## src/rtl/ff_step_pkg.sv

```systemverilog
// rtl/ff_step_pkg.sv - shared FSM encoding and default timing constants for the step controller
package ff_step_pkg;

   typedef enum logic [1:0] {
      IDLE         = 2'd0,
      FIRE         = 2'd1,
      WAIT_RELEASE = 2'd2
   } state_t;

   // 10 ms debounce and 0.5 s auto-step period at 100 MHz
   localparam int DEFAULT_DEBOUNCE_CYCLES = 1_000_000;
   localparam int DEFAULT_AUTO_DIV        = 50_000_000;

endpackage

```

## src/rtl/btn_debounce.sv

```systemverilog
// rtl/btn_debounce.sv - two-flop synchronizer followed by a consecutive-sample debounce counter
module btn_debounce
   import ff_step_pkg::*;
#(
   parameter int DEBOUNCE_CYCLES = DEFAULT_DEBOUNCE_CYCLES
) (
   input  logic Clk,
   input  logic notRst,
   input  logic raw,
   output logic stable
);

   localparam int CW = $clog2(DEBOUNCE_CYCLES + 1);
   localparam logic [CW-1:0] LIMIT = CW'(DEBOUNCE_CYCLES);

   logic sync1;
   logic sync2;
   logic [CW-1:0] cnt;

   always_ff @(posedge Clk or negedge notRst) begin
      if (!notRst) begin
         sync1  <= 1'b0;
         sync2  <= 1'b0;
         stable <= 1'b0;
         cnt    <= '0;
      end else begin
         sync1 <= raw;
         sync2 <= sync1;
         // any sample matching the current level restarts the qualification window
         if (sync2 == stable) begin
            cnt <= '0;
         end else if (cnt == LIMIT) begin
            stable <= sync2;
            cnt    <= '0;
         end else begin
            cnt <= cnt + 1'b1;
         end
      end
   end

endmodule

```

## src/rtl/ff_step_controller.sv

```systemverilog
// rtl/ff_step_controller.sv - one clean ff_ce pulse per debounced press; AUTO_STEP_EN adds divided auto-stepping
module ff_step_controller
   import ff_step_pkg::*;
#(
   parameter int DEBOUNCE_CYCLES = DEFAULT_DEBOUNCE_CYCLES,
`ifdef AUTO_STEP_EN
   parameter int AUTO_DIV        = DEFAULT_AUTO_DIV,
`endif
   parameter int CNT_W           = 8
) (
   input  logic             Clk,
   input  logic             notRst,
   input  logic             btn,
   input  logic             hold,
`ifdef AUTO_STEP_EN
   input  logic             auto_mode,
`endif
   output logic             ff_ce,
   output logic [CNT_W-1:0] step_count,
   output logic             busy,
   output logic [1:0]       state
);

   localparam logic [1:0] S_IDLE = IDLE;
   localparam logic [1:0] S_FIRE = FIRE;
   localparam logic [1:0] S_WAIT = WAIT_RELEASE;

   logic       stable;
   logic       stable_q;
   logic       press;
   logic       tick;
   logic [1:0] state_next;

   btn_debounce #(
      .DEBOUNCE_CYCLES(DEBOUNCE_CYCLES)
   ) u_debounce (
      .Clk   (Clk),
      .notRst(notRst),
      .raw   (btn),
      .stable(stable)
   );

   assign press = stable & ~stable_q;

`ifdef AUTO_STEP_EN
   localparam int DW = $clog2(AUTO_DIV);
   localparam logic [DW-1:0] DIV_LAST = DW'(AUTO_DIV - 1);

   logic [DW-1:0] div;
   logic          div_run;

   assign div_run = auto_mode & ~hold & (state == S_IDLE);
   assign tick    = div_run & (div == DIV_LAST);

   always_ff @(posedge Clk or negedge notRst) begin
      if (!notRst) begin
         div <= '0;
      end else if (!div_run || tick) begin
         div <= '0;
      end else begin
         div <= div + 1'b1;
      end
   end
`else
   assign tick = 1'b0;
`endif

   // a press seen while held or busy is dropped, never queued
   always_comb begin
      state_next = S_IDLE;
      case (state)
         S_IDLE:  state_next = ((press && !hold) || tick) ? S_FIRE : S_IDLE;
         S_FIRE:  state_next = stable ? S_WAIT : S_IDLE;
         S_WAIT:  state_next = stable ? S_WAIT : S_IDLE;
         default: state_next = S_IDLE;
      endcase
   end

   always_ff @(posedge Clk or negedge notRst) begin
      if (!notRst) begin
         state      <= S_IDLE;
         stable_q   <= 1'b0;
         ff_ce      <= 1'b0;
         step_count <= '0;
      end else begin
         state    <= state_next;
         stable_q <= stable;
         ff_ce    <= (state_next == S_FIRE);
         if (state == S_FIRE) begin
            step_count <= step_count + 1'b1;
         end
      end
   end

   assign busy = (state != S_IDLE);

endmodule

```

## config.mk

```make
export PLATFORM = sky130hd
export DESIGN_NAME = ff_step_controller
export DESIGN_NICKNAME = d
export VERILOG_FILES = /design/src/rtl/ff_step_pkg.sv /design/src/rtl/btn_debounce.sv /design/src/rtl/ff_step_controller.sv
export SDC_FILE = /design/constraint.sdc
export NUM_CORES = 1
export LEC_CHECK = 0
export ABC_CLOCK_PERIOD_IN_PS = 4100
export CAP_MARGIN = 20
export CORE_MARGIN = 1.5
export CORE_UTILIZATION = 30
export CTS_BUF_LIST = sky130_fd_sc_hd__clkbuf_8
export DETAILED_ROUTE_END_ITERATION = 6
export SLEW_MARGIN = 10
export SYNTH_ARGS = -nofsm -noshare
export SYNTH_HDL_FRONTEND = slang
export SYNTH_SLANG_ARGS = --single-unit
```

## constraint.sdc

```tcl
create_clock -name Clk -period 4.1 [get_ports Clk]
set_input_delay 1.025 -clock Clk [delete_from_list [all_inputs] [get_ports Clk]]
set_output_delay 1.025 -clock Clk [all_outputs]
set_load 0.02 [all_outputs]
```

==> out/results.ini <==
[outcome]
status=completed

[route]
drt-total-wl_um=2830
viasPerCell=4.76
avgRoutedWirePerCell_um=11.5
ant_nets=0
drtIter0Drc=60
drcViolationCount=0
vias=1170
drt_pass1_iterations=4

[floorplanning]
io_pins=16
rows=26
die_y_um=77.5
die_area_mm2=0.00600
initial_utilization=0.318
dieWidth_um=77.5
core_area_mm2=0.00524

[worst_setup_path]
critPathSlowestCell=clkdlybuf4s50_1
cp_max_fo=4
critPathBufInv=3
cp-end-kind=primary output
cp_common_cell=inv_1
cp_top_family=buffers and inverters
crit_type=reg2out
cp_cell_sequence=inv_1 -> ha_1 -> inv_1 -> clkdlybuf4s50_1
slowest_delay_ns=0.59
arrival_ns=1.58
crit_required_ns=3.07
cp-start-kind=flop

[global_route]
antenna_found_initial=0
track_usage=0.108
grt_max_degree=36
grt_pass1_vias=1101
grt_pass1_wl_um=5000
globalRouteOverflowTotal=0

[place]
gp_congestion=0.779
place_inst=239
place_area_mm2=0.00189
hpwl_um=2030
io_buffers=15

[sta]
tns_ns=0
fin_crit_sh=0.635
fin_skew_ns=0.00619
finalMaxSlewViolations=0
slew_headroom=0.525
final-setup-viol-count=0
fin_crit_ns=2.60
final-hold-violation-count=0
clock.fmax_ghz=0.384
rsz0062_at_grt=false
tightest_slew_ns=0.709

[finish]
drive_gt1_frac=0.0909
fin_cells=246
fillCellCount=523
diodes=0
postLayoutCellArea_mm2=0.00199
nets=186
area_delta_synth_final_pct=19.8

[cts]
cts.root.buffer_cell=clkbuf_8
ctsHoldBuffers=0
numCtsBuffers=5
clock-sinks=35
htree_levels=2
cts_setup_buffers=0
cts_tree=done
cts.clk_slew.worst_paths_ns=0.07
clock_path_buffers=2
cts_resized=0
worstSkewPairLatency_ns=0.29

[pwr]
peakVddDrop_v=0.000141
leakage_nw=0.831
p_per_area_mw_per_mm2=339

[logic_synthesis]
synthCells=159
synthesis.area_mm2=0.00166
synth_common_cells=dfrtp_1 (35), nor2_1 (18), xnor2_1 (12)
yosysTopAreaCell=dfrtp_1
avgSynthCellArea_um2=10.5
yosysSeqAreaShare=0.526
synth_fp_nets=169
ys_types=33
yosysMostFrequentCell=dfrtp_1
synth.area.top_cells=dfrtp_1 (53%), xnor2_1 (6.3%), ha_1 (4.5%)
yosys_warnings=0
yosys_register_bits=35
synth_edf_count=0
synth-main-ff-cell=dfrtp_1
postSynth.asyncResetShare=1.00
yosysTopAreaCellShare=0.526

[flow_run]
cap_violations=0

[worst_hold_path]
min_path_type=reg2reg

-- state kept, by name, summed over array words and instances (netlist names) --
register	flops
state	2
u_debounce.sync1	1
ff_ce	1
u_debounce.stable	1
u_debounce.sync2	1
u_debounce.cnt	20
stable_q	1
step_count	8
-- power breakdown --
part | total (W) | switching, W | internal, W
combinational | 0.0000232 | 0.0000147 | 0.00000852
sequential | 0.000353 | 0.00000407 | 0.000349
clock | 0.000299 | 0.000121 | 0.000177
total | 0.000675 | 0.000140 | 0.000535
-- metal layers --
layer,global-route usage,up-vias,part of all wire
met2,0.156,12,0.45
met4,0.0545,0,0.022
met1,0.144,574,0.49
met5,0,-,0
met3,0.0365,6,0.036
li1,-,578,-
-- cells by family after synthesis --
group           after synthesis  share of synthesized area
compound gates               14                     0.0556
xor+xnor                     20                      0.105
fa+ha+maj                     6                     0.0451
buf+inv                      16                     0.0406
flops                        35                      0.526
mux                           2                     0.0135
simple gates                 66                      0.214
-- per-stage QoR --
stage / hold WS [ns] / power [W] / utilization / worst slack (ns)
finish: 0.349 / 0.000675 / 0.381 / 1.50
global route: 0.371 / 0.000706 / 0.381 / 1.42
CTS: 0.352 / 0.000687 / 0.381 / 1.47
detailed placement: 0.336 / 0.000384 / 0.360 / 1.79
global placement: 0.334 / 0.000384 / 0.360 / 1.82
floorplan: 0.331 / 0.000369 / - / 2.19
-- final timing paths --
| path | to | cells after the start | from | slack [ns] |
|---|---|---|---|---|
| max in group asynchronous | u_debounce.cnt[15] | 2 | notRst | 2.63 |
| min reg2reg | u_debounce.sync2 | 0 | u_debounce.sync1 | 0.35 |
| min in group asynchronous | step_count[5] | 2 | notRst | 1.15 |
| max reg2reg | u_debounce.cnt[5] | 5 | u_debounce.cnt[16] | 1.88 |
| min | u_debounce.sync2 | 0 | u_debounce.sync1 | 0.35 |
| max | busy | 4 | state[0] | 1.50 |
-- layout by cell type (no fill, tap or decap), types with 2 or more instances in the layout --
master           count
o21ai_0              2
nor2_1              18
dfrtp_1             35
xor2_1               8
xnor2_1             12
clkdlybuf4s50_1     15
and3_1               3
a21oi_1              5
or3_1                2
nand4_1              7
buf_4                2
or4_1                3
ha_1                 6
nor4_1               4
clkbuf_8             5
inv_1                9
o31ai_1              2
nand2_1             10
nand3_1              8
nor3_1               4
-- cell type report --
type	instances	area, um^2	share of cell area
Tap cell	70	87.6	0.0439
Clock buffer	5	68.8	0.0345
Sequential cell	35	876	0.439
Clock inverter	2	37.5	0.0188
Timing Repair Buffer	17	165	0.0828
Inverter	9	33.8	0.0169
Multi-Input combinational cell	108	726	0.364
(Power assumes the default switching activity.)
